[src/rtl/notch_power_monitor_pkg.sv]
// Shared constants, types and per-sample helpers for the notch power monitor.
package notch_mon_pkg;

  localparam int NBITS     = 12;
  localparam int NSAMP     = 4;
  localparam int WIN_BITS  = 16;
  localparam int SQ_BITS   = 2*NBITS-1;
  localparam int SUM_BITS  = 2*NBITS+1;
  localparam int ACC_BITS  = 2*NBITS+1+WIN_BITS;
  localparam int CLIP_BITS = WIN_BITS+3;
  localparam int POP_BITS  = 3;

  typedef logic [NBITS-1:0]       sample_t;
  typedef logic [NBITS*NSAMP-1:0] word_t;

  // One reduced word leaving the E2 stage, enable carried alongside.
  typedef struct packed {
    logic                en;
    logic [SUM_BITS-1:0] sum;
    sample_t             max;
    logic [POP_BITS-1:0] pop;
  } e2_t;

  // Sample k of a bus word (two's complement bits, unchanged).
  function automatic sample_t sample_at(input word_t w, input int unsigned k);
    sample_at = w[NBITS*k +: NBITS];
  endfunction

  // Magnitude as unsigned; the most negative value maps to 2^(NBITS-1) exactly.
  function automatic sample_t abs_val(input sample_t s);
    if (s[NBITS-1]) begin
      abs_val = ~s + {{(NBITS-1){1'b0}}, 1'b1};
    end else begin
      abs_val = s;
    end
  endfunction

  // Sample sits on either full-scale rail.
  function automatic logic is_clip(input sample_t s);
    is_clip = (s == {1'b0, {(NBITS-1){1'b1}}}) || (s == {1'b1, {(NBITS-1){1'b0}}});
  endfunction

endpackage

[src/rtl/notch_power_monitor_if.sv]
// Sample bus in, result set out, between the notch and the power monitor.
interface notch_power_monitor_if;
  import notch_mon_pkg::*;

  word_t                dat_i;
  logic                 enable_i;
  logic [WIN_BITS-1:0]  window_i;
  logic [ACC_BITS-1:0]  power_o;
  sample_t              peak_o;
  logic [CLIP_BITS-1:0] clip_count_o;
  logic                 power_valid_o;

  modport master (
    output dat_i, enable_i, window_i,
    input  power_o, peak_o, clip_count_o, power_valid_o
  );

  modport slave (
    input  dat_i, enable_i, window_i,
    output power_o, peak_o, clip_count_o, power_valid_o
  );

endinterface

[src/rtl/notch_power_monitor_sq_sum4.sv]
// E1/E2 pipeline: per-sample square, magnitude and clip flag, then the
// 4-way sum, max and popcount. Enable rides along unchanged.
module sq_sum4
  import notch_mon_pkg::*;
(
  input  logic  clk_i,
  input  logic  rst_ni,
  input  word_t dat_i,
  input  logic  en_i,
  output e2_t   e2_o
);

  logic [SQ_BITS-1:0]  sq_s     [NSAMP];
  sample_t             abs_s    [NSAMP];
  logic [NSAMP-1:0]    clip_s;
  logic [SQ_BITS-1:0]  sq_e1_r  [NSAMP];
  sample_t             abs_e1_r [NSAMP];
  logic [NSAMP-1:0]    clip_e1_r;
  logic                en_e1_r;
  logic [SUM_BITS-1:0] sum_s;
  sample_t             max_s;
  logic [POP_BITS-1:0] pop_s;
  e2_t                 e2_r;

  // E1 combinational: magnitude, square from magnitude (never exceeds 2^22), clip flag.
  always_comb begin
    for (int k = 0; k < NSAMP; k++) begin
      abs_s[k]  = abs_val(sample_at(dat_i, k));
      sq_s[k]   = {{(SQ_BITS-NBITS){1'b0}}, abs_s[k]} * {{(SQ_BITS-NBITS){1'b0}}, abs_s[k]};
      clip_s[k] = is_clip(sample_at(dat_i, k));
    end
  end

  // E1 register stage.
  always_ff @(posedge clk_i or negedge rst_ni) begin
    if (!rst_ni) begin
      for (int k = 0; k < NSAMP; k++) begin
        sq_e1_r[k]  <= {SQ_BITS{1'b0}};
        abs_e1_r[k] <= {NBITS{1'b0}};
      end
      clip_e1_r <= {NSAMP{1'b0}};
      en_e1_r   <= 1'b0;
    end else begin
      for (int k = 0; k < NSAMP; k++) begin
        sq_e1_r[k]  <= sq_s[k];
        abs_e1_r[k] <= abs_s[k];
      end
      clip_e1_r <= clip_s;
      en_e1_r   <= en_i;
    end
  end

  // E2 combinational: reduce the four lanes to one sum, one max, one clip count.
  always_comb begin
    sum_s = {SUM_BITS{1'b0}};
    max_s = {NBITS{1'b0}};
    pop_s = {POP_BITS{1'b0}};
    for (int k = 0; k < NSAMP; k++) begin
      sum_s = sum_s + {{(SUM_BITS-SQ_BITS){1'b0}}, sq_e1_r[k]};
      if (abs_e1_r[k] > max_s) begin
        max_s = abs_e1_r[k];
      end else begin
        max_s = max_s;
      end
      pop_s = pop_s + {{(POP_BITS-1){1'b0}}, clip_e1_r[k]};
    end
  end

  // E2 register stage.
  always_ff @(posedge clk_i or negedge rst_ni) begin
    if (!rst_ni) begin
      e2_r <= {1'b0, {SUM_BITS{1'b0}}, {NBITS{1'b0}}, {POP_BITS{1'b0}}};
    end else begin
      e2_r <= '{en: en_e1_r, sum: sum_s, max: max_s, pop: pop_s};
    end
  end

  assign e2_o = e2_r;

endmodule

[src/rtl/notch_power_monitor.sv]
// Windowed band-power monitor: E0 capture, E1/E2 reduction, E3 window
// accumulation with one result set per window of window_q+1 clocks.
module notch_power_monitor
  import notch_mon_pkg::*;
(
  input logic                  clk_i,
  input logic                  rst_ni,
  notch_power_monitor_if.slave bus
);

  word_t                dat_e0_r;
  logic                 en_e0_r;
  e2_t                  e2_s;
  logic [WIN_BITS-1:0]  cnt_r, cnt_nxt_s, win_q_r, win_q_nxt_s, win_eff_s;
  logic [ACC_BITS-1:0]  acc_r, acc_nxt_s, acc_sum_s, power_r, power_nxt_s;
  sample_t              peak_acc_r, peak_acc_nxt_s, peak_cand_s, peak_r, peak_nxt_s;
  logic [CLIP_BITS-1:0] clip_acc_r, clip_acc_nxt_s, clip_sum_s, clip_r, clip_nxt_s;
  logic                 valid_r, valid_nxt_s;

  // E0: register the incoming word and its enable.
  always_ff @(posedge clk_i or negedge rst_ni) begin
    if (!rst_ni) begin
      dat_e0_r <= {(NBITS*NSAMP){1'b0}};
      en_e0_r  <= 1'b0;
    end else begin
      dat_e0_r <= bus.dat_i;
      en_e0_r  <= bus.enable_i;
    end
  end

  sq_sum4 u_sq_sum4 (
    .clk_i  (clk_i),
    .rst_ni (rst_ni),
    .dat_i  (dat_e0_r),
    .en_i   (en_e0_r),
    .e2_o   (e2_s)
  );

  // Running totals including the current E2 word; the first word of a window
  // sees the live window_i because that is the value being captured.
  always_comb begin
    if (cnt_r == {WIN_BITS{1'b0}}) begin
      win_eff_s = bus.window_i;
    end else begin
      win_eff_s = win_q_r;
    end
    acc_sum_s  = acc_r + {{(ACC_BITS-SUM_BITS){1'b0}}, e2_s.sum};
    clip_sum_s = clip_acc_r + {{(CLIP_BITS-POP_BITS){1'b0}}, e2_s.pop};
    if (e2_s.max > peak_acc_r) begin
      peak_cand_s = e2_s.max;
    end else begin
      peak_cand_s = peak_acc_r;
    end
  end

  // E3 next state: accumulate, publish at the terminal word, discard on enable low.
  always_comb begin
    cnt_nxt_s      = cnt_r;
    win_q_nxt_s    = win_q_r;
    acc_nxt_s      = acc_r;
    peak_acc_nxt_s = peak_acc_r;
    clip_acc_nxt_s = clip_acc_r;
    power_nxt_s    = power_r;
    peak_nxt_s     = peak_r;
    clip_nxt_s     = clip_r;
    valid_nxt_s    = 1'b0;
    if (e2_s.en) begin
      if (cnt_r == {WIN_BITS{1'b0}}) begin
        win_q_nxt_s = bus.window_i;
      end else begin
        win_q_nxt_s = win_q_r;
      end
      if (cnt_r == win_eff_s) begin
        power_nxt_s    = acc_sum_s;
        peak_nxt_s     = peak_cand_s;
        clip_nxt_s     = clip_sum_s;
        valid_nxt_s    = 1'b1;
        cnt_nxt_s      = {WIN_BITS{1'b0}};
        acc_nxt_s      = {ACC_BITS{1'b0}};
        peak_acc_nxt_s = {NBITS{1'b0}};
        clip_acc_nxt_s = {CLIP_BITS{1'b0}};
      end else begin
        cnt_nxt_s      = cnt_r + {{(WIN_BITS-1){1'b0}}, 1'b1};
        acc_nxt_s      = acc_sum_s;
        peak_acc_nxt_s = peak_cand_s;
        clip_acc_nxt_s = clip_sum_s;
      end
    end else begin
      cnt_nxt_s      = {WIN_BITS{1'b0}};
      acc_nxt_s      = {ACC_BITS{1'b0}};
      peak_acc_nxt_s = {NBITS{1'b0}};
      clip_acc_nxt_s = {CLIP_BITS{1'b0}};
    end
  end

  // E3 registers: window state and result outputs.
  always_ff @(posedge clk_i or negedge rst_ni) begin
    if (!rst_ni) begin
      cnt_r      <= {WIN_BITS{1'b0}};
      win_q_r    <= {WIN_BITS{1'b0}};
      acc_r      <= {ACC_BITS{1'b0}};
      peak_acc_r <= {NBITS{1'b0}};
      clip_acc_r <= {CLIP_BITS{1'b0}};
      power_r    <= {ACC_BITS{1'b0}};
      peak_r     <= {NBITS{1'b0}};
      clip_r     <= {CLIP_BITS{1'b0}};
      valid_r    <= 1'b0;
    end else begin
      cnt_r      <= cnt_nxt_s;
      win_q_r    <= win_q_nxt_s;
      acc_r      <= acc_nxt_s;
      peak_acc_r <= peak_acc_nxt_s;
      clip_acc_r <= clip_acc_nxt_s;
      power_r    <= power_nxt_s;
      peak_r     <= peak_nxt_s;
      clip_r     <= clip_nxt_s;
      valid_r    <= valid_nxt_s;
    end
  end

  assign bus.power_o       = power_r;
  assign bus.peak_o        = peak_r;
  assign bus.clip_count_o  = clip_r;
  assign bus.power_valid_o = valid_r;

endmodule

[src/flat_wrapper.sv]
// flat-port wrapper written by rule: the top's interface ports become plain ports
module notch_power_monitor_flat import notch_mon_pkg::*;
  (clk_i, rst_ni, bus_dat_i, bus_enable_i, bus_window_i, bus_power_o, bus_peak_o, bus_clip_count_o, bus_power_valid_o);
  notch_power_monitor_if bus_i ();
  input logic clk_i;
  input logic rst_ni;
  input wire logic [$bits(bus_i.dat_i)-1:0] bus_dat_i;
  input wire logic [$bits(bus_i.enable_i)-1:0] bus_enable_i;
  input wire logic [$bits(bus_i.window_i)-1:0] bus_window_i;
  output wire logic [$bits(bus_i.power_o)-1:0] bus_power_o;
  output wire logic [$bits(bus_i.peak_o)-1:0] bus_peak_o;
  output wire logic [$bits(bus_i.clip_count_o)-1:0] bus_clip_count_o;
  output wire logic [$bits(bus_i.power_valid_o)-1:0] bus_power_valid_o;
  assign bus_i.dat_i = bus_dat_i;
  assign bus_i.enable_i = bus_enable_i;
  assign bus_i.window_i = bus_window_i;
  assign bus_power_o = bus_i.power_o;
  assign bus_peak_o = bus_i.peak_o;
  assign bus_clip_count_o = bus_i.clip_count_o;
  assign bus_power_valid_o = bus_i.power_valid_o;
  notch_power_monitor u_core (.clk_i(clk_i), .rst_ni(rst_ni), .bus(bus_i));
endmodule
[config.mk]
export PLATFORM = sky130hd
export DESIGN_NAME = notch_power_monitor_flat
export DESIGN_NICKNAME = d
export VERILOG_FILES = /design/src/rtl/notch_power_monitor_pkg.sv /design/src/rtl/notch_power_monitor_if.sv /design/src/rtl/notch_power_monitor_sq_sum4.sv /design/src/rtl/notch_power_monitor.sv /design/src/flat_wrapper.sv
export SDC_FILE = /design/constraint.sdc
export NUM_CORES = 2
export LEC_CHECK = 0
export ABC_CLOCK_PERIOD_IN_PS = 12220
export CAP_MARGIN = 0
export CORE_MARGIN = 1
export CORE_UTILIZATION = 55
export CTS_CLUSTER_SIZE = 24
export DETAILED_ROUTE_END_ITERATION = 8
export PLACE_DENSITY = 0.73
export SYNTH_ARGS = -nofsm -noshare
export SYNTH_HDL_FRONTEND = slang
export SYNTH_SLANG_ARGS = --single-unit
[constraint.sdc]
create_clock -name clk_i -period 12.22 [get_ports clk_i]
set_input_delay 3.055 -clock clk_i [delete_from_list [all_inputs] [get_ports clk_i]]
set_output_delay 3.055 -clock clk_i [all_outputs]
set_load 0.05 [all_outputs]
# [Word-level counts from Yosys, hierarchy flattened]
# Index checks and enable logic that the tools add are counted.
[op_classes] n_addsub=13 mul=4 n_lt_le_gt_ge=5 n_eq_ne=9 mux=20 bitwise=4 n_reduce_logical=6
[op_table] op="$mux W12" count=11
[op_table] op="$mul A12 B12 Y23" count=4
[op_table] op="$mux W41" count=2
[op_table] op="$add A12 B1 Y12 const B" count=4
[op_table] op="$eq A12 B11 Y1 const B" count=4
[op_table] op="$eq A12 B12 Y1 const B" count=4
[op_table] op="$gt A12 B12 Y1" count=4
[op_table] op="$mux W16" count=3
[op_table] op="$not A12 Y12" count=4
[op_table] op="$add A41 B25 Y41" count=1
[op_table] op="$mux W19" count=2
[op_table] op="$add A24 B23 Y25" count=1
[op_table] op="$add A25 B23 Y25" count=1
[op_table] op="$add A23 B23 Y24" count=1
[op_table] op="$add A19 B3 Y19" count=1
[op_table] op="$add A16 B1 Y16 const B" count=1
[op_table] op="$eq A16 B16 Y1" count=1
[op_table] op="$logic_not A16 Y1" count=1
[op_table] op="$gt A12 B1 Y1 const B" count=1
[op_table] op="$logic_or A1 B1 Y1" count=4
[op_table] op="$add A2 B1 Y3" count=1
[op_table] op="$add A3 B1 Y3" count=1
[op_table] op="$add A1 B1 Y2" count=1
[op_table] op="$mux W1" count=2
[op_table] op="$reduce_and A2 Y1" count=1
[totals] ff_bits=412 input_bits=67 output_inout_bits=73 wordCells=86

# [Depth between registers and ports, before layout]
[logic_depth] ltp_word=8 ltp_mapped=29 ltp_nobuf=28

# [By module]
# Synthesis repeated with hierarchy kept, for this count alone.
[unflattened] hier_cells=3240 area_unflattened_um2=33049.2
[by_module_without_submodules] mod="sq_sum4" instances=1 cells_per_inst=2299 area_per_inst_um2=22897.0 seq_area_each_um2=4454.3
[by_module_without_submodules] mod="notch_power_monitor" instances=1 cells_per_inst=941 area_per_inst_um2=10152.2 seq_area_each_um2=5655.4

# [Worst setup path before layout]
# Ideal clock, no wire load.
[synth_timing] kind="flip-flop to flip-flop" start="register u_core.dat_e0_r[12]" end="register u_core.u_sq_sum4.sq_e1_r[68] in the netlist's numbering" setup_ns=0.125 t_arrival_ns=6.574 t_required_ns=12.095 slack_ns=5.521 path_stages_with_launch=26 path_buffers=2 synth_period_minus_slack_ns=6.699 path_cell_list="dfrtp_1 > inv_1 > clkbuf_1 > ha_1 > nand2_1 > or3_1 > o31ai_1 > xor2_1 > clkbuf_1 > nor2_1 > fa_1 > fa_1 > fa_1 > inv_1 > fa_1 > fa_1 > inv_1 > ha_1 > a21o_1 > a21o_1 > a21oi_1 > o21ai_0 > a211o_1 > a31oi_1 > o21bai_1 > xnor2_1"
[synth_lines] element="start: declaration" line_no="notch_power_monitor.sv:11" text="word_t dat_e0_r;"
[synth_lines] element="start signal: assignment" line_no="notch_power_monitor.sv:23" text="dat_e0_r <= {(NBITS*NSAMP){1'b0}};"
[synth_lines] element="start signal: assignment" line_no="notch_power_monitor.sv:26" text="dat_e0_r <= bus.dat_i;"
[synth_lines] element="end signal: indexed assignment" line_no="notch_power_monitor_sq_sum4.sv:38" text="sq_e1_r[k] <= {SQ_BITS{1'b0}};"
[synth_lines] element="end signal: indexed assignment" line_no="notch_power_monitor_sq_sum4.sv:45" text="sq_e1_r[k] <= sq_s[k];"
[synth_lines] element="end: declaration" line_no="notch_power_monitor_sq_sum4.sv:16" text="logic [SQ_BITS-1:0] sq_e1_r [NSAMP];"

==> results.toml <==
[die]
floorplan.initialDensity_pct = 56.16
die_area_um2 = 60340
chipWidth_um = 245.6
core_um2 = 58140
fp-row-count = 88
die_y_um = 245.6
io_pins = 140

[timing]
slew_headroom_pct = 23.49
fin_tns_setup_ns = 0
setup_slack_ns = 4.705
grt_setup_unrepaired = "no"
clock_skew_ns = 0.03450
maxSlewViolCount = 0
hold_viol_final = 0
fin_crit_ns = 7.515
min_period_over_period_pct = 61.50
fmax_mhz = 133.1
tightest_slew_ns = 1.143
finalSetupViolCount = 0

[layout]
syn2layout_area_growth_pct = 12.58
final_core_utilization_pct = 63.22
final_cells = 4170
filler_cell_count = 4650
layout.nets = 4118
antenna_cells = 0
seqCellArea_um2 = 10110
layout-drive-gt1-share_pct = 5.727
multiInputGateArea_um2 = 20470

[setup_path]
crit_path_start = "u_core.dat_e0_r[12]"
critical_path_required_ns = 12.69
arrival_ns = 7.98
worstPathCellList = "inv_1, nand4b_1, or3_1, o31a_1, xnor2_1, inv_1, nand2_1, inv_1, fa_1, fa_1, inv_1, fa_1, inv_1, fa_1, fa_1, ha_1, a21o_1, a21o_1, a21oi_1, o21ai_0, a211o_1, a31oi_1, o21bai_1, xnor2_1"
path_buf_inv = 5
critPathKind = "reg2reg"
end_kind = "register"
r2r_setup_slack_ns = 4.70
r2r_start = "u_core.dat_e0_r[12]"
start_kind = "register"
critical_path.max_stage_delay_ns = 0.84
crit_path_max_fanout = 12
cp_top_family = "adder cells"
crit_slowest_cell = "xnor2_1"

[synth]
yosysUniqueCellTypes = 74
ys.flop_type = "dfrtp_1"
avgSynthCellArea_um2 = 10.22
ys_seq_elements = 404
synth_edf_count = 0
syn-cell-area_um2 = 32650
yosysSeqAreaShare_pct = 30.97
async_flop_share_pct = 100.0
synthCells = 3196
synth_warnings = 0

[global_route]
overflow = 0
grt.total_usage_pct = 25.30
grt_pass1_wl_um = 121600
grt_pass1_vias = 24190
grt_max_degree = 159
antenna_found_initial = 5

[clock_tree]
cts_hold_buf = 0
clkLatencyLatePin_ns = 0.61
htreeDepth = 2
cts_tree = "done"
numCtsBuffers = 48
clockRootBuffer = "clkbuf_16"
cts.sinks = 404
clkTransAtPathRegs_ns = 0.06
cts_setup_buffers = 0
ctsResizeCount = 0
clock_path_buffers = 3

[placement]
portBuffers = 139
place_ws_ns = 4.791
dp_hpwl_um = 58420
dp.cells = 4081
routabilityCongestion = 0.9007

[status]
status = "finished clean"

[hold_path]
hold_class = "reg2reg"
hold_path_startpoint = "u_core.en_e0_r"

[routing]
firstDrtPassIters = 5
final_antenna_net_count = 0
drc_errors = 0
vias = 22550
routed_wl_um = 73090
wire_per_inst_um = 17.53
drtIter0Drc = 1402
vias_per_cell = 5.408

[run]
maxCapViolations = 0
==> sequential cells by signal, indices dropped and copies added, names as in the netlist, 19 cells and up <==
register and flops:
u_core.clip_acc_r 19, u_core.bus.clip_count_o 19, u_core.dat_e0_r 48, u_core.u_sq_sum4.sq_e1_r 84, u_core.bus.power_o 41, u_core.u_sq_sum4.abs_e1_r 48
u_core.acc_r 41, u_core.u_sq_sum4.e2_o 41
==> area by class of cell <==
cell class | instances | share of cell area, %
Clock buffer | 60 | 3.554
Clock inverter | 29 | 1.355
Inverter | 493 | 5.035
Multi-Input combinational cell | 2259 | 55.68
Sequential cell | 404 | 27.51
Tap cell | 765 | 2.604
Timing Repair Buffer | 160 | 4.262
==> per-layer routing <==
metal | wire (um) | vias up | global-route usage, %
li1 | - | 10610 | -
met1 | 30720 | 11270 | 32.79
met2 | 36840 | 534 | 44.16
met3 | 3263 | 136 | 2.925
met4 | 2257 | 2 | 8.111
met5 | 15 | - | 0
==> cells in the mapped netlist, types with 6 or more instances <==
master	number	area share, %
a211o_1	7	0.19
mux2i_1	31	0.95
nand3_1	43	0.66
nor3_1	41	0.63
nand2_1	225	2.6
a31o_2	8	0.21
buf_2	12	0.18
o21ai_0	70	1.1
a31oi_1	7	0.13
dfrtp_1	404	31
o21a_1	9	0.21
nand4_1	30	0.57
mux2_2	32	1.1
nor2_1	368	4.2
a2111oi_0	6	0.16
xor2_1	76	2.0
nand2b_1	16	0.31
or2_2	13	0.25
ha_1	326	12
o21bai_1	13	0.30
buf_4	10	0.23
and3_1	20	0.38
and2_1	11	0.21
a211oi_1	6	0.14
nor2b_1	26	0.50
o21ai_2	20	0.54
a21oi_1	103	1.6
fa_1	359	22
o21ai_1	51	0.78
or3_1	20	0.38
xnor2_1	148	4.0
o31ai_1	16	0.37
clkbuf_1	41	0.47
a21o_1	54	1.2
inv_1	485	5.6
==> cells in the final DEF, fill, tap and decap left out, types with 13 or more instances in the layout <==
cell,n
buf_4,20
conb_1,31
nand2_1,224
ha_1,326
nand2b_1,16
a21o_1,54
fa_1,359
inv_1,485
a21oi_1,103
nor2_1,368
clkbuf_16,48
nor3_1,41
nand3_1,43
mux2i_1,31
mux2_2,32
o21ai_1,51
nor2b_1,26
nand4_1,30
and3_1,20
o31ai_1,16
xor2_1,76
or3_1,20
o21ai_0,70
dfrtp_1,404
o21bai_1,13
o21ai_2,20
xnor2_1,148
or2_2,13
clkdlybuf4s50_1,138
==> through the flow <==
step / instance area, um^2 / hold slack, ns
floorplan: 32760 / 0.3312
global placement: 34950 / 0.3432
detailed placement: 34950 / 0.3434
CTS: 36750 / 0.3639
global route: 36750 / 0.3697
finish: 36750 / 0.3589
==> kinds of logic (layout without fill, tap and decap cells) <==
logic type	Yosys count	count (layout)	share of synthesized area (%)
AOI/OAI and AO/OA	413	413	8.044
xor gates and xnor gates	224	224	6.009
adders and majority gates	685	685	34.51
buffers and inverters	562	742	6.714
DFF	404	404	30.97
muxes	63	63	2.054
other	2	31	0.02300
and+or+nand+nor	843	843	11.68
==> path summary, 6_finish.rpt <==
| path | endpoint | depth (start not counted) |
|---|---|---|
| min in group asynchronous | u_core.bus.power_o[30] | 1 |
| setup reg to reg | u_core.u_sq_sum4.sq_e1_r[68] | 24 |
| setup / recovery | u_core.u_sq_sum4.sq_e1_r[68] | 24 |
| max in group asynchronous | u_core.dat_e0_r[18] | 3 |
| hold / removal | u_core.u_sq_sum4.en_e1_r | 0 |
| hold reg to reg | u_core.u_sq_sum4.en_e1_r | 0 |
Power is not shown: default switching activity piles up to over one toggle a cycle in this logic, so the estimate is an artifact.
